$ cat src/rtl/azadi_boot_pkg.sv
// Shared types and constants for the Azadi boot loader.
//   boot_state_e     : top-level load sequencer states
//   rx_state_e       : 8N1 receiver states
//   MIN_CLKS_PER_BIT : floor applied to the programmed UART bit period
//   BYTE_CNT_W       : width of the byte-within-word counter
package azadi_boot_pkg;

    typedef enum logic [2:0] {
        StIdle,
        StLen,
        StData,
        StDone,
        StErr
    } boot_state_e;

    typedef enum logic [1:0] {
        RxIdle,
        RxStart,
        RxData,
        RxStop
    } rx_state_e;

    localparam int unsigned MIN_CLKS_PER_BIT = 4;
    localparam int unsigned BYTE_CNT_W       = 2;

    // Bit periods below the floor cannot place a mid-bit sample sensibly.
    function automatic logic [15:0] eff_clks_per_bit(input logic [15:0] cpb);
        return (cpb < 16'(MIN_CLKS_PER_BIT)) ? 16'(MIN_CLKS_PER_BIT) : cpb;
    endfunction

endpackage

$ cat src/rtl/azadi_boot_uart_rx.sv
// 8N1 UART receiver, LSB first, always running.
// Ports:
//   clk_i, rst_ni    : clock, async active-low reset
//   clks_per_bit_i   : bit period in clk_i cycles (values < 4 treated as 4)
//   rx_i             : serial line, idle high, asynchronous to clk_i
//   rx_valid_o       : 1-cycle pulse, rx_byte_o holds a byte with a good stop bit
//   rx_byte_o        : last received byte
//   rx_ferr_o        : 1-cycle pulse on a 0 stop bit
module azadi_boot_uart_rx
    import azadi_boot_pkg::*;
(
    input  logic        clk_i,
    input  logic        rst_ni,
    input  logic [15:0] clks_per_bit_i,
    input  logic        rx_i,
    output logic        rx_valid_o,
    output logic [7:0]  rx_byte_o,
    output logic        rx_ferr_o
);

    rx_state_e   state_q, state_d;
    logic [1:0]  rx_sync_q;
    logic [15:0] cnt_q, cnt_d;
    logic [2:0]  bit_idx_q, bit_idx_d;
    logic [7:0]  shift_q, shift_d;
    logic [7:0]  byte_q, byte_d;
    logic        valid_q, valid_d;
    logic        ferr_q, ferr_d;

    logic [15:0] cpb;
    logic [15:0] half;
    logic        rx;

    assign cpb  = eff_clks_per_bit(clks_per_bit_i);
    assign half = cpb >> 1;
    assign rx   = rx_sync_q[1];

    // State register.
    always_ff @(posedge clk_i or negedge rst_ni) begin
        if (!rst_ni) begin
            state_q <= RxIdle;
        end else begin
            state_q <= state_d;
        end
    end

    // Datapath registers; the line resets to idle-high so no false start.
    always_ff @(posedge clk_i or negedge rst_ni) begin
        if (!rst_ni) begin
            rx_sync_q <= 2'b11;
            cnt_q     <= '0;
            bit_idx_q <= '0;
            shift_q   <= '0;
            byte_q    <= '0;
            valid_q   <= 1'b0;
            ferr_q    <= 1'b0;
        end else begin
            rx_sync_q <= {rx_sync_q[0], rx_i};
            cnt_q     <= cnt_d;
            bit_idx_q <= bit_idx_d;
            shift_q   <= shift_d;
            byte_q    <= byte_d;
            valid_q   <= valid_d;
            ferr_q    <= ferr_d;
        end
    end

    // Next-state logic.
    always_comb begin
        state_d   = state_q;
        cnt_d     = cnt_q;
        bit_idx_d = bit_idx_q;
        shift_d   = shift_q;
        byte_d    = byte_q;
        valid_d   = 1'b0;
        ferr_d    = 1'b0;
        unique case (state_q)
            RxIdle: begin
                cnt_d = '0;
                if (!rx) begin
                    state_d = RxStart;
                end
            end
            RxStart: begin
                // Confirm the start bit at mid-bit to reject glitches.
                if (cnt_q == half - 16'd1) begin
                    cnt_d     = '0;
                    bit_idx_d = '0;
                    state_d   = rx ? RxIdle : RxData;
                end else begin
                    cnt_d = cnt_q + 16'd1;
                end
            end
            RxData: begin
                if (cnt_q == cpb - 16'd1) begin
                    cnt_d   = '0;
                    shift_d = {rx, shift_q[7:1]};
                    if (bit_idx_q == 3'd7) begin
                        state_d = RxStop;
                    end else begin
                        bit_idx_d = bit_idx_q + 3'd1;
                    end
                end else begin
                    cnt_d = cnt_q + 16'd1;
                end
            end
            RxStop: begin
                if (cnt_q == cpb - 16'd1) begin
                    cnt_d   = '0;
                    state_d = RxIdle;
                    if (rx) begin
                        valid_d = 1'b1;
                        byte_d  = shift_q;
                    end else begin
                        ferr_d = 1'b1;
                    end
                end else begin
                    cnt_d = cnt_q + 16'd1;
                end
            end
            default: state_d = RxIdle;
        endcase
    end

    // Outputs.
    always_comb begin
        rx_valid_o = valid_q;
        rx_byte_o  = byte_q;
        rx_ferr_o  = ferr_q;
    end

endmodule

$ cat src/rtl/azadi_boot_loader.sv
// Boot path sequencer: a debounced PROG press holds the core in reset, a program
// image (4-byte little-endian word count, then the words) is received over UART
// and written to instruction memory, and the core reset is released afterwards.
// Ports:
//   clk_i, rst_ni          : clock, async active-low reset
//   prog_i                 : raw PROG button (asynchronous)
//   clks_per_bit_i         : UART bit period in clk_i cycles
//   uart_rx_i              : UART receive line
//   mem_req_o/we/be/addr/wdata, mem_gnt_i : instruction memory write port
//   core_rst_no            : active-low core reset
//   boot_led_o             : loading indicator
//   busy_o                 : load in progress (not IDLE, not ERR)
//   err_o                  : sticky load error
module azadi_boot_loader
    import azadi_boot_pkg::*;
#(
    parameter int unsigned AW              = 12,
    parameter int unsigned BASE_ADDR       = 0,
    parameter int unsigned MAX_WORDS       = 1024,
    parameter int unsigned DEBOUNCE_CYCLES = 1000,
    parameter int unsigned TIMEOUT_CYCLES  = 2000000
) (
    input  logic          clk_i,
    input  logic          rst_ni,
    input  logic          prog_i,
    input  logic [15:0]   clks_per_bit_i,
    input  logic          uart_rx_i,
    output logic          mem_req_o,
    output logic          mem_we_o,
    output logic [3:0]    mem_be_o,
    output logic [AW-1:0] mem_addr_o,
    output logic [31:0]   mem_wdata_o,
    input  logic          mem_gnt_i,
    output logic          core_rst_no,
    output logic          boot_led_o,
    output logic          busy_o,
    output logic          err_o
);

    localparam int unsigned WCW = $clog2(MAX_WORDS + 1);
    localparam int unsigned TW  = $clog2(TIMEOUT_CYCLES + 1);
    localparam int unsigned DBW = $clog2(DEBOUNCE_CYCLES + 1);

    // ---------------------------------------------------------------------------------------
    // PROG synchronizer and debounce
    // ---------------------------------------------------------------------------------------
    logic [1:0]     prog_sync_q;
    logic           db_cand_q, db_cand_d;
    logic [DBW-1:0] db_cnt_q, db_cnt_d;
    logic           stable_q, stable_d;
    logic           stable_dly_q;
    logic           press;

    always_ff @(posedge clk_i or negedge rst_ni) begin
        if (!rst_ni) begin
            prog_sync_q  <= '0;
            db_cand_q    <= 1'b0;
            db_cnt_q     <= '0;
            stable_q     <= 1'b0;
            stable_dly_q <= 1'b0;
        end else begin
            prog_sync_q  <= {prog_sync_q[0], prog_i};
            db_cand_q    <= db_cand_d;
            db_cnt_q     <= db_cnt_d;
            stable_q     <= stable_d;
            stable_dly_q <= stable_q;
        end
    end

    always_comb begin
        db_cand_d = db_cand_q;
        db_cnt_d  = db_cnt_q;
        stable_d  = stable_q;
        if (prog_sync_q[1] != db_cand_q) begin
            db_cand_d = prog_sync_q[1];
            db_cnt_d  = '0;
        end else if (db_cnt_q != DBW'(DEBOUNCE_CYCLES)) begin
            db_cnt_d = db_cnt_q + DBW'(1);
        end else begin
            stable_d = db_cand_q;
        end
    end

    assign press = stable_q & ~stable_dly_q;

    // ---------------------------------------------------------------------------------------
    // UART receiver
    // ---------------------------------------------------------------------------------------
    logic       rx_valid;
    logic [7:0] rx_byte;
    logic       rx_ferr;

    azadi_boot_uart_rx u_uart_rx (
        .clk_i          (clk_i),
        .rst_ni         (rst_ni),
        .clks_per_bit_i (clks_per_bit_i),
        .rx_i           (uart_rx_i),
        .rx_valid_o     (rx_valid),
        .rx_byte_o      (rx_byte),
        .rx_ferr_o      (rx_ferr)
    );

    // ---------------------------------------------------------------------------------------
    // Load sequencer
    // ---------------------------------------------------------------------------------------
    boot_state_e           state_q, state_d;
    logic [BYTE_CNT_W-1:0] byte_cnt_q, byte_cnt_d;
    logic [WCW-1:0]        word_cnt_q, word_cnt_d;
    logic [WCW-1:0]        len_q, len_d;
    logic [31:0]           shift_q, shift_d;
    logic [TW-1:0]         timeout_q, timeout_d;
    logic                  req_q, req_d;
    logic [AW-1:0]         addr_q, addr_d;
    logic [31:0]           wdata_q, wdata_d;

    logic [31:0] rx_word;
    logic        timeout_hit;
    logic        gnt_done;

    assign rx_word     = {rx_byte, shift_q[31:8]};
    assign timeout_hit = (timeout_q == TW'(TIMEOUT_CYCLES - 1));
    assign gnt_done    = req_q & mem_gnt_i;

    // State register.
    always_ff @(posedge clk_i or negedge rst_ni) begin
        if (!rst_ni) begin
            state_q <= StIdle;
        end else begin
            state_q <= state_d;
        end
    end

    // Datapath registers.
    always_ff @(posedge clk_i or negedge rst_ni) begin
        if (!rst_ni) begin
            byte_cnt_q <= '0;
            word_cnt_q <= '0;
            len_q      <= '0;
            shift_q    <= '0;
            timeout_q  <= '0;
            req_q      <= 1'b0;
            addr_q     <= '0;
            wdata_q    <= '0;
        end else begin
            byte_cnt_q <= byte_cnt_d;
            word_cnt_q <= word_cnt_d;
            len_q      <= len_d;
            shift_q    <= shift_d;
            timeout_q  <= timeout_d;
            req_q      <= req_d;
            addr_q     <= addr_d;
            wdata_q    <= wdata_d;
        end
    end

    // Next-state logic. A press is evaluated before any byte so it always wins.
    always_comb begin
        state_d    = state_q;
        byte_cnt_d = byte_cnt_q;
        word_cnt_d = word_cnt_q;
        len_d      = len_q;
        shift_d    = shift_q;
        timeout_d  = timeout_q;
        req_d      = gnt_done ? 1'b0 : req_q;
        addr_d     = addr_q;
        wdata_d    = wdata_q;

        unique case (state_q)
            StIdle, StErr: begin
                if (press) begin
                    state_d    = StLen;
                    byte_cnt_d = '0;
                    word_cnt_d = '0;
                    shift_d    = '0;
                    timeout_d  = '0;
                end
            end
            StLen, StData: begin
                timeout_d = (rx_valid || rx_ferr) ? '0 : timeout_q + TW'(1);
                if (press) begin
                    state_d    = StLen;
                    byte_cnt_d = '0;
                    word_cnt_d = '0;
                    shift_d    = '0;
                    timeout_d  = '0;
                    req_d      = 1'b0;
                end else if (rx_ferr || (!rx_valid && timeout_hit)) begin
                    state_d = StErr;
                    req_d   = 1'b0;
                end else if (state_q == StLen) begin
                    if (rx_valid) begin
                        shift_d    = rx_word;
                        byte_cnt_d = byte_cnt_q + BYTE_CNT_W'(1);
                        if (byte_cnt_q == '1) begin
                            len_d = WCW'(rx_word);
                            if (rx_word == 32'd0) begin
                                state_d = StDone;
                            end else if (rx_word > 32'(MAX_WORDS)) begin
                                state_d = StErr;
                            end else begin
                                state_d = StData;
                            end
                        end
                    end
                end else begin
                    // Only one write is ever outstanding, so the grant seen once every
                    // word has been issued belongs to the last word.
                    if (gnt_done && (word_cnt_q == len_q)) begin
                        state_d = StDone;
                    end else if (rx_valid && (word_cnt_q != len_q)) begin
                        shift_d    = rx_word;
                        byte_cnt_d = byte_cnt_q + BYTE_CNT_W'(1);
                        if (byte_cnt_q == '1) begin
                            if (req_q && !mem_gnt_i) begin
                                state_d = StErr;
                                req_d   = 1'b0;
                            end else begin
                                req_d      = 1'b1;
                                wdata_d    = rx_word;
                                addr_d     = AW'(BASE_ADDR) + AW'({word_cnt_q, 2'b00});
                                word_cnt_d = word_cnt_q + WCW'(1);
                            end
                        end
                    end
                end
            end
            StDone: state_d = StIdle;
            default: state_d = StIdle;
        endcase
    end

    // Outputs.
    always_comb begin
        mem_req_o   = req_q;
        mem_we_o    = req_q;
        mem_be_o    = req_q ? 4'hF : 4'h0;
        mem_addr_o  = addr_q;
        mem_wdata_o = wdata_q;
        core_rst_no = (state_q == StIdle);
        boot_led_o  = (state_q == StLen) || (state_q == StData) || (state_q == StDone);
        busy_o      = (state_q != StIdle) && (state_q != StErr);
        err_o       = (state_q == StErr);
    end

endmodule

$ cat config.mk
export PLATFORM = sky130hd
export DESIGN_NAME = azadi_boot_loader
export DESIGN_NICKNAME = d
export VERILOG_FILES = /design/src/rtl/azadi_boot_pkg.sv /design/src/rtl/azadi_boot_uart_rx.sv /design/src/rtl/azadi_boot_loader.sv
export SDC_FILE = /design/constraint.sdc
export NUM_CORES = 1
export LEC_CHECK = 0
export ABC_AREA = 0
export CORE_MARGIN = 8
export CORE_UTILIZATION = 63
export DETAILED_ROUTE_END_ITERATION = 6
export GPL_TIMING_DRIVEN = 1
export PLACE_DENSITY = 0.85
export REMOVE_ABC_BUFFERS = 1
export SYNTH_ARGS = -nofsm -noshare
export SYNTH_HDL_FRONTEND = slang
export SYNTH_HIERARCHICAL = 1
export SYNTH_SLANG_ARGS = --single-unit
$ cat constraint.sdc
create_clock -name clk_i -period 4.95 [get_ports clk_i]
set_input_delay 0.99 -clock clk_i [delete_from_list [all_inputs] [get_ports clk_i]]
set_output_delay 0.99 -clock clk_i [all_outputs]
set_load 0.005 [all_outputs]
Yosys cells after proc, flatten, opt, wreduce, memory -nomap -nowiden
Index checks and enable logic that the tools add are counted.
Operators by class
  add/sub/neg operators: 8
  $lt $le $gt $ge: 2
  equality and inequality tests: 38
  mux-type cells: 75
  bitwise operators: 10
  reduce and logical (&&, ||, !) cells: 32
Operator list (count)
  two-way mux 32 bit: 7
  two-way mux 11 bit: 8
  case mux 32 bit (2 select lines): 1
  two-way mux 21 bit: 3
  two-way mux 16 bit: 3
  case mux 16 bit (3 select lines): 1
  two-way mux 3 bit: 15
  case mux 21 bit (2 select lines): 1
  equality test 16 bit: 2
  greater-than comparator 32 x 11 -> 1 bit, second input constant: 1
  logical NOT 32 bit: 1
  two-way mux 2 bit: 13
  case mux 11 bit (2 select lines): 1
  adder 21 x 1 -> 21 bit, second input constant: 1
  equality test 21 bit, second input constant: 1
  != test 3 bit, second input constant: 7
  two-way mux 10 bit: 2
  AND reduction 6 bit: 3
  adder 16 x 1 -> 16 bit, second input constant: 1
  < comparator 16 x 3 -> 1 bit, second input constant: 1
  AND reduction 8 bit: 2
  subtractor 15 x 1 -> 16 bit, second input constant: 1
  subtractor 16 x 1 -> 16 bit, second input constant: 1
  two-way mux 1 bit: 15
  other kinds (38): 73
Storage, ports and cells
  register bits: 179
  bits of input ports: 21
  output and inout bits: 54

Logic depth before layout (Yosys ltp)
  word-level depth: 10
  gate-level depth with buffers: 16
  depth with buffers taken out: 12

By module
The synthesis kept the hierarchy.
Modules (own cells, without submodules)
  azadi_boot_loader: times used 1, cells each 589, area an instance 6462.4 um2, sequential area each 3253.1 um2
  azadi_boot_uart_rx: times used 1, cells each 297, area an instance 2865.2 um2, sequential area each 1028.5 um2

Least setup slack after synthesis
No wires, ideal clock.
  path type: input port to flip-flop
  start point: input clks_per_bit_i[8]
  end point: register u_uart_rx.bit_idx_q[0]
  data arrival time: 4862 ps
  data required time: 4825 ps
  slack: -37 ps
  stages on the path: 14
  buffers on the path: 3
  cell sequence: buf_6 -> or4_4 -> buf_6 -> o41ai_4 -> ha_1 -> or3b_2 -> nor3_1 -> nand3_1 -> xnor2_1 -> a2111o_1 -> or4_4 -> buf_6 -> a22o_1 -> mux2_4
Between the ends
  longest elaborated chain between the ends: 6
  elaborated cells between the ends (all ways): 9
  classes of those cells: add/sub (2); order compare (1); eq/ne (4); mux (1); reduce/logical (1)
Ends and longest elaborated chain
  start, declared: RTL line azadi_boot_loader.sv:26  | input logic [15:0] clks_per_bit_i,
  < comparator 16 x 3 -> 1 bit: RTL line azadi_boot_pkg.sv:28  | return (cpb < 16'(MIN_CLKS_PER_BIT)) ? 16'(MIN_CLKS_PER_BIT) : cpb;
  two-way mux 16 bit *: RTL line azadi_boot_pkg.sv:28
  subtractor 16 x 1 -> 16 bit or subtractor 15 x 1 -> 16 bit (tied branches): RTL line azadi_boot_uart_rx.sv:95, azadi_boot_uart_rx.sv:86
  equality test 16 bit, on equally long branches: RTL line azadi_boot_uart_rx.sv:95, azadi_boot_uart_rx.sv:86
  != test 2 x 1 -> 1 bit (no source line)
  AND reduction 4 bit (no source line) *
  end signal, assigned: RTL line azadi_boot_uart_rx.sv:60  | bit_idx_q <= bit_idx_d;
  end, declared: RTL line azadi_boot_uart_rx.sv:24  | logic [2:0] bit_idx_q, bit_idx_d;
Every way passes the cells marked *; elsewhere a longest branch is shown, timed or not.
A chain may end at the register's enable or synchronous reset.

Worst setup path in the final report
  start point: input clks_per_bit_i[5]
  end point: register u_uart_rx.bit_idx_q[0]
The elaborated chain is that of the path after synthesis.

==> insert_results.sql <==
INSERT INTO impl_metrics (metric_group, metric, value, unit) VALUES
('finish', 'nNetsFinal', '995', ''),
('synth', 'ys_top_cells_by_area', 'sky130_fd_sc_hd__dfrtp_1 (45%), sky130_fd_sc_hd__mux2_4 (7.7%), sky130_fd_sc_hd__xor2_1 (4.0%), sky130_fd_sc_hd__nand2_1 (4.0%), sky130_fd_sc_hd__o21ai_0 (3.3%)', ''),
('finish', 'insertedDiodeCount', '0', ''),
('grt', 'vias_in_the_first_global_route', '7013', ''),
('routing', 'drt_iter0_drc', '693', ''),
('setup_path', 'worstSetupPathType', 'in2reg', ''),
('floorplan', 'rows', '44', ''),
('synth', 'instance_count_of_the_mapped_netlist', '886', ''),
('synth', 'post_synth_num_cell_types', '85', ''),
('synth', 'ys_top_cells_by_count', 'sky130_fd_sc_hd__dfrtp_1 (169), sky130_fd_sc_hd__nand2_1 (99), sky130_fd_sc_hd__nor2_1 (70)', ''),
('synth', 'netlist.area_leader.share', '45.3', '%'),
('placed_design', 'dpl_cell_area', '10200', 'um2'),
('cts', 'h-tree-depth', '4', ''),
('routing', 'dr_total_vias', '7070', ''),
('routing', 'drt_wl_total', '21500', 'um'),
('timing', 'timing.fmax', '206', 'MHz'),
('timing', 'final-setup-viol-count', '0', ''),
('cts', 'clock_tree.root_cell', 'sky130_fd_sc_hd__clkbuf_16', ''),
('placed_design', 'pre_cts_slack', '-0.465', 'ns'),
('grt', 'grt_remaining_overflow', '0', ''),
('timing', 'layout_setup_ws', '0.0861', 'ns'),
('floorplan', 'pin_count', '75', ''),
('routing', 'detailedRoute.firstPassIterationCount', '6', ''),
('pwr', 'p_per_area', '288', 'nW/um2'),
('synth', 'seq_area_frac_synth', '45.9', '%'),
('finish', 'area_overhead_of_the_layout_relative_to_synthesis', '16.1', '%'),
('timing', 'finalClockSkew', '0.0111', 'ns'),
('pwr', 'vdd.ir_drop.worst', '0.287', 'mV'),
('finish', 'final_core_utilization', '74.8', '%'),
('finish', 'layout.cells.non_filler', '1161', ''),
('synth', 'post_synth_and_or_nand_nor_area_fraction', '19.2', '%'),
('placed_design', 'place.gp.congestion', '0.887', ''),
('setup_path', 'worstPathMaxFanout', '4', ''),
('setup_path', 'timing.critical_path.from_type', 'input pin', ''),
('routing', 'drt_drc_violations_left', '0', ''),
('synth', 'synth_top_cell_by_area', 'sky130_fd_sc_hd__dfrtp_1', ''),
('job', 'cap_violations', '0', ''),
('synth', 'synth_compound_area_share', '10.6', '%'),
('synth', 'synthMostInstantiatedCell', 'sky130_fd_sc_hd__dfrtp_1', ''),
('setup_path', 'cp.arrival', '5.17', 'ns'),
('timing', 'slew_hr', '23.2', '%'),
('timing', 'setup_total_negative_slack', '0', 'ns'),
('setup_path', 'critical_path_required', '5.26', 'ns'),
('cts', 'cts.reportedPaths.clkPinSlew', '0.06', 'ns'),
('cts', 'cts_tree', 'yes', ''),
('routing', 'antenna_left', '0', ''),
('synth', 'synthesis.yosys.warnings', '6', ''),
('setup_path', 'slowest_stage', 'sky130_fd_sc_hd__or4_1', ''),
('cts', 'tritoncts_num_sinks', '171', ''),
('floorplan', 'starting_density_of_the_core', '64.4', '%'),
('synth', 'synthAdderAreaFrac', '1.34', '%'),
('timing', 'final_max_slew_viol_count', '0', ''),
('synth', 'synth.mux.area_fraction', '11.2', '%'),
('placed_design', 'post-place-cells', '1129', ''),
('synth', 'dominant_combinational_cell_family_by_area_after_synthesis', 'simple AND/OR/NAND/NOR gates', ''),
('cts', 'cts.hold.buffers_added', '0', ''),
('synth', 'synth_ff_type', 'sky130_fd_sc_hd__dfrtp_1', ''),
('synth', 'synth_async_sr_flop_share', '100', '%'),
('run_status', 'outcome', 'finished, final reports clean', ''),
('timing', 'tightest_slew', '1.15', 'ns'),
('synth', 'syn-mean-instance-area', '10.5', 'um2'),
('finish', 'stdcell_area', '10800', 'um2'),
('finish', 'drive_gt1_share', '18.5', '%'),
('routing', 'via_per_inst', '6.09', ''),
('finish', 'area.sequential', '4280', 'um2'),
('placed_design', 'buffer_ports.inserted', '72', ''),
('floorplan', 'core_area', '14500', 'um2'),
('hold_path', 'holdCritPathClass', 'reg2reg', ''),
('setup_path', 'crit_buf_inv', '2', ''),
('timing', 'post_route_fraction_of_the_period_consumed_by_the_critical_path', '98.3', '%'),
('timing', 'timing_hold_violations_final', '0', '');
power breakdown:
group	switching, uW	total [uW]	internal (uW)
Sequential	79.5	1510	1430
Combinational	155	295	141
Clock	586	1310	722
Total	820	3120	2300
layer usage:
metal	track usage (%)	share of wire, %	vias to the layer above
met5	0	0	-
met4	7.06	1.6	0
met3	4.96	5.4	30
met2	38.3	49	247
met1	31.7	44	3474
li1	-	-	3319
through the flow:
| stage | hold slack, ns | total power, uW |
|---|---|---|
| 2_1_floorplan | 0.331 | 1690 |
| 3_3_place_gp | 0.334 | 1820 |
| 3_5_place_dp | 0.336 | 1830 |
| 4_1_cts | 0.351 | 3130 |
| 5_1_grt | 0.361 | 3230 |
| 6_report | 0.349 | 3120 |
registers in the layout, summed over array words and instances, names as in the netlist, 10 cells and up, named ones only:
name and count:
u_uart_rx/cnt_q 16, mem_wdata_o 32, db_cnt_q 10, shift_q 24, timeout_q 21, word_cnt_q 11
mem_addr_o 10, len_q 11
repair_timing:
action / in CTS / in global routing
setup buffers: 0 / 0
gates cloned: 0 / 0
gates resized for setup: 1 / 3
setup endpoints to repair: 9 / 19
pin swaps: 0 / 1
cells in the final DEF, fill, tap and decap left out, types with 15 or more instances in the layout:
| cell type | count |
|---|---|
| sky130_fd_sc_hd__xor2_1 | 43 |
| sky130_fd_sc_hd__nand3_1 | 39 |
| sky130_fd_sc_hd__and3_1 | 15 |
| sky130_fd_sc_hd__buf_4 | 38 |
| sky130_fd_sc_hd__xnor2_1 | 30 |
| sky130_fd_sc_hd__nor2_1 | 70 |
| sky130_fd_sc_hd__clkdlybuf4s50_1 | 71 |
| sky130_fd_sc_hd__nor4_1 | 21 |
| sky130_fd_sc_hd__mux2_4 | 48 |
| sky130_fd_sc_hd__nand2_1 | 99 |
| sky130_fd_sc_hd__a21oi_1 | 17 |
| sky130_fd_sc_hd__dfrtp_1 | 169 |
| sky130_fd_sc_hd__mux2_2 | 26 |
| sky130_fd_sc_hd__clkbuf_16 | 17 |
| sky130_fd_sc_hd__o21ai_0 | 61 |
final cells by class:
cell class / instances / share of cell area (%)
multi-input combinational: 650 / 43.0
sequential: 171 / 39.5
timing repair buffer: 112 / 9.67
clock buffer: 20 / 4.12
tap: 184 / 2.13
clock inverter: 12 / 1.14
inverter: 12 / 0.416
logic make-up (layout without fill, tap and decap cells):
kind of cell,count (synthesis),in the layout
AOI/OAI and AO/OA,147,147
xor gates and xnor gates,74,74
adders and majority gates,10,10
buffers and inverters,66,156
DFF,171,171
muxes,77,77
other,1,2
and+or+nand+nor,340,340
worst paths after layout:
path / end / cells past startpoint / slack [ns] / start
worst max register to register: u_uart_rx/bit_idx_q[0]$_DFFE_PN0P_ / 9 / 1.91 / u_uart_rx/cnt_q[8]$_DFF_PN0_
min in group asynchronous: u_uart_rx/cnt_q[4]$_DFF_PN0_ / 1 / 0.64 / rst_ni
worst min-delay path: prog_sync_q[1]$_DFF_PN0_ / 0 / 0.35 / prog_sync_q[0]$_DFF_PN0_
worst min register to register: prog_sync_q[1]$_DFF_PN0_ / 0 / 0.35 / prog_sync_q[0]$_DFF_PN0_
max in group asynchronous: mem_addr_o[10]$_DFFE_PN0P_ / 2 / 3.42 / rst_ni
worst max-delay path: u_uart_rx/bit_idx_q[0]$_DFFE_PN0P_ / 13 / 0.09 / clks_per_bit_i[5]
Power figures use the tool's default switching activity.
==> patch 1: new RTL, same settings <==
Re-encode `boot_state_e` (5 states) as one-hot, 5 bits wide.
--- a/src/rtl/azadi_boot_pkg.sv
+++ b/src/rtl/azadi_boot_pkg.sv
@@ -5,12 +5,12 @@
 //   BYTE_CNT_W       : width of the byte-within-word counter
 package azadi_boot_pkg;
 
-    typedef enum logic [2:0] {
-        StIdle,
-        StLen,
-        StData,
-        StDone,
-        StErr
+    typedef enum logic [4:0] {
+        StIdle = 5'b00001,
+        StLen  = 5'b00010,
+        StData = 5'b00100,
+        StDone = 5'b01000,
+        StErr  = 5'b10000
     } boot_state_e;
 
     typedef enum logic [1:0] {
Function: same outputs for any inputs over 4 cycles, from zero or initial values and one cycle with rst_ni low; so few cycles prove little.
==> patch 1 against the original RTL <==
Total power is 2.2% higher. Area after synthesis is 0.76% lower. Wire length is 2.0% higher. Via count is 3.1% higher. Setup slack better by 27 ps. Highest routed layer unchanged. Sequential cell count is 2 higher. Final area is 0.21% higher.
==> patch 1: results (changes against the original RTL) <==
max FFs per register=32 (unchanged); Top delay family on crit path=simple AND/OR/NAND/NOR gates; initial antenna violation count=0 (unchanged); register area share after synthesis=46.8% (+0.91 points); drt pass-1 iters=5 (-1); Crit path largest cell delay=580 ps (-60 ps); reg-to-reg endpoint=word_cnt_q[10]; clk_skew=12.4 ps (+1.31 ps); Max-slew headroom=18.2% (-5.0 points); CTS Buffer Depth=2 (unchanged); most frequent cells after synthesis=170 x dfrtp_1, 89 x nand2_1, 74 x nor2_1, 69 x o21ai_0, 42 x xor2_1; Hold Path Stages=0 (unchanged); Synth Area in Adders=1.35% (+0.010 points); pin count of the biggest net entering global routing=103 (-1.9%); Post-Synth XOR/XNOR Area=7.66% (+0.64 points); Area after DPL=10200 um2 (about the same); Netlist cell types=75 (-12%); Min-Delay Startpoint=u_uart_rx/rx_sync_q[0]; Worst Path Arrival=5150 ps (-20 ps); worst ir drop on vdd=0.258 mV (-9.9%); reg2reg path depth=6 (-3); Synth area leaders=dfrtp_1 46%, mux2_4 6.5%, xor2_1 4.0%; clk_lat worst skew=440 ps; Hold Path Class=flip-flop to flip-flop; reg2reg start=stable_q; DR WL/cell=18.8 um (+1.5%); share of cells above drive strength 1=17.9% (-0.62 points); number of H-tree levels=4 (unchanged); crit-path max FO=9 (+5); number of global-route vias before repair=7360 (+4.9%); TritonCTS buffer count=17 (unchanged); compound-cell area share of the yosys netlist=9.73% (-0.89 points); Reg clk slew, reported paths=60 ps (about the same); status=completed; Root Driver=clkbuf_16; nets@finish=1001 (+0.60%); Synth Warn #=6 (unchanged); Iteration-0 DRC Markers=635 (-8.4%); Post-CTS Setup Bufs=0 (unchanged); via count=7291 (+3.1%); post-synthesis mux area share=10.8% (-0.37 points); asr flop ratio synth=100% (unchanged); final setup fails=0 (unchanged); first-pass GRT wire length=36600 um (+2.4%); gpl congestion=0.916 (+3.3%); DP HPWL=14400 um (about the same); Lkg Pwr=4.91 nW (about the same); crit path max-delay cell type=or4_4; R2R Setup Slk=1770 ps (-140 ps); Antenna Cells=0 (unchanged); PortBufs=72 (unchanged); GRT Util Overall=24.3% (+0.52 points); Hold Path Sink=u_uart_rx/rx_sync_q[1]
-- patch 1: cell types whose count changed after synthesis, sizes merged, moves of 4 or more --
cell,unedited run,this run
buf,34,22
or3,4,16
clkbuf,20,31
nand3,41,30
nand2,99,89
xnor2,31,39
nor3,15,21
nand4,12,16
nor2,71,75
o21ai,65,69
-- patch 1: repair_timing --
item	CTS	global route
hold endpoints to repair	0	0
endpoints found under the setup margin	0	35
resized for setup	0	3
-- patch 1: final cells by class --
class	count	area (um2)
Multi-Input combinational cell	657	4630
Timing Repair Buffer	111	1030
Tap cell	184	230
Clock buffer	18	439
Fill cell	916	3570
Sequential cell	173	4330
Inverter	10	37.5
Clock inverter	14	156
-- patch 1: how the worst max path moves through the flow --
stage | from | endpoint | slack (ps) | cells after the start
final | clks_per_bit_i[9] | u_uart_rx/rx_byte_o[5] | 110 | 13
after global routing | clks_per_bit_i[9] | u_uart_rx/rx_byte_o[3] | -10 | 13
after detailed placement | clks_per_bit_i[9] | u_uart_rx/rx_byte_o[1] | -420 | 13
after global placement | clks_per_bit_i[9] | u_uart_rx/rx_byte_o[6] | -340 | 13
after floorplan | clks_per_bit_i[9] | u_uart_rx/bit_idx_q[0] | 160 | 11
after CTS | clks_per_bit_i[9] | u_uart_rx/rx_byte_o[1] | 7 | 13
-- patch 1: kinds of logic (layout without fill, tap and decap cells) --
logic type                 count (synthesis)  after routing
and+or+nand+nor                          348            348
buffers and inverters                     63            153
DFF                                      173            173
xor gates and xnor gates                  81             81
other                                      1              2
adders and majority gates                 10             10
muxes                                     76             76
AOI/OAI and AO/OA                        140            140
-- patch 1: metal layers --
metal / GRT usage (%) / part of all wire [%] / up-vias
met1: 31.4 / 43 / 3652
met5: 0 / 0 / -
met4: 9.17 / 1.9 / 0
met3: 4.12 / 4.7 / 42
met2: 40.2 / 50 / 252
li1: - / - / 3345
-- patch 1: where the power goes --
| part | internal (mW) | leakage [nW] | switching [mW] |
|---|---|---|---|
| sequential | 1.45 | 2.38 | 0.0821 |
| clock | 0.767 | 0.286 | 0.591 |
| combinational | 0.139 | 2.25 | 0.157 |
-- patch 1: stage by stage --
stage / hold slack (ps) / power (mW) / setup slack [ps] / std cells / utilization (%)
after floorplan: 331 / 1.71 / 156 / 840 / -
after global placement: 335 / 1.83 / -339 / 1135 / 71.0
after detailed placement: 340 / 1.85 / -417 / 1135 / 71.0
after CTS: 358 / 3.19 / 7.38 / 1167 / 75.1
after global routing: 364 / 3.30 / -15.0 / 1167 / 75.2
final: 357 / 3.19 / 113 / 1167 / 75.2
==> patch 2: new RTL, config.mk and constraints unchanged <==
Made on the original files. Set the parameter `TIMEOUT_CYCLES` to 1000000 (it was 2000000).
--- a/src/rtl/azadi_boot_loader.sv
+++ b/src/rtl/azadi_boot_loader.sv
@@ -18,7 +18,7 @@
     parameter int unsigned BASE_ADDR       = 0,
     parameter int unsigned MAX_WORDS       = 1024,
     parameter int unsigned DEBOUNCE_CYCLES = 1000,
-    parameter int unsigned TIMEOUT_CYCLES  = 2000000
+    parameter int unsigned TIMEOUT_CYCLES  = 1000000
 ) (
     input  logic          clk_i,
     input  logic          rst_ni,
Behaviour: same outputs for any inputs over 4 cycles, from zero or initial values and one cycle with rst_ni low; that may be too few to reach the edited logic, so the function may still have changed.
==> patch 2 against the original RTL <==
Total power fell by 1.1%. Critical endpoint is now u_uart_rx/rx_byte_o[6]. Worst hold slack better by 7.0 ps. Clock power fell by 3%. Sequential cell count is 1 lower. Sequential share of layout area is 1.1 points higher. Setup slack improved by 72 ps. Final area fell by 3.3%. Area after synthesis down 5.5%. Wire length decreased by 0.78%.
==> patch 2: results (changes against the original RTL) <==
crit path capture=u_uart_rx/rx_byte_o[6]; DR WL/cell=19.4 um (+4.7%); WL met1=8870 um (-6.0%); syn avg cell area=10.8 um2 (+2.4%); most frequent cells after synthesis=168 x dfrtp_1, 70 x mux2_2, 66 x nor2_1, 44 x nand2_1, 42 x xor2_1; nets@finish=938 (-5.7%); Crit path largest cell delay=610 ps (-30 ps); P_sw=0.840 mW (+2.4%); clock group power=1.27 mW (-3%); GRT Util Overall=24.0% (+0.27 points); GRT met3 Usage=3.74% (-1.2 points); post-synthesis mux area share=9.46% (-1.7 points); Area after DPL=9840 um2 (-3.9%); metal3 WL=889 um (-24%); share of cells above drive strength 1=20.1% (+1.6 points); Worst Path Arrival=5110 ps (-60 ps); worst ir drop on vdd=0.250 mV (-13%); post-place setup slack=-472 ps (-6.56 ps); status=completed; reg-to-reg endpoint=u_uart_rx/cnt_q[12]; CP Launch Point=clks_per_bit_i[9]; Iteration-0 DRC Markers=718 (+3.6%); Synth area leaders=dfrtp_1 48%, mux2_2 8.9%, xor2_1 4.2%; fill cell count=922 (-4.3%); DP HPWL=15000 um (+4.4%); placed cells=1066 (-5.6%)
==> patch 2: cell type report <==
class	count	area, um2	share of cell area, %
repair buffers	116	1060	10.2
flip-flops and latches	170	4260	40.6
clock inverters	14	129	1.23
clock buffers	18	439	4.19
well taps	180	225	2.15
multi-input cells	586	4300	41.1
inverters	16	60.1	0.573
==> patch 2: cell families (layout without fill, tap and decap cells) <==
| kind of cell | after synthesis | count (layout) |
|---|---|---|
| compound gates | 136 | 136 |
| simple gates | 286 | 287 |
| other cells | 1 | 2 |
| buf+inv | 64 | 164 |
| xor+xnor | 77 | 77 |
| fa+ha+maj | 10 | 10 |
| mux | 74 | 74 |
| flops | 170 | 170 |
==> patch 2: worst min-delay path by stage <==
| stage | end | slack, ps | start | cells after the start |
|---|---|---|---|---|
| 2_1_floorplan | prog_sync_q[1] | 330 | prog_sync_q[0] | 0 |
| 3_3_place_gp | u_uart_rx/rx_sync_q[1] | 350 | u_uart_rx/rx_sync_q[0] | 0 |
| 3_5_place_dp | u_uart_rx/rx_sync_q[1] | 350 | u_uart_rx/rx_sync_q[0] | 0 |
| 4_1_cts | u_uart_rx/rx_sync_q[1] | 360 | u_uart_rx/rx_sync_q[0] | 0 |
| 5_1_grt | u_uart_rx/rx_sync_q[1] | 360 | u_uart_rx/rx_sync_q[0] | 0 |
| 6_report | u_uart_rx/rx_sync_q[1] | 360 | u_uart_rx/rx_sync_q[0] | 0 |
==> patch 2: repair_timing <==
action	in CTS	in global routing
gates cloned	0	1
resized for setup	1	7
hold endpoints to repair	0	0
pin swaps	0	3
setup endpoints to repair	8	37
buffers inserted	0	1
==> patch 2: stage by stage <==
stage	TNS [ps]	util [%]
2_1_floorplan	0	-
6_report	0	76.1
4_1_cts	0	75.6
3_3_place_gp	-8500	71.4
5_1_grt	0	76.1
3_5_place_dp	-12750	71.4
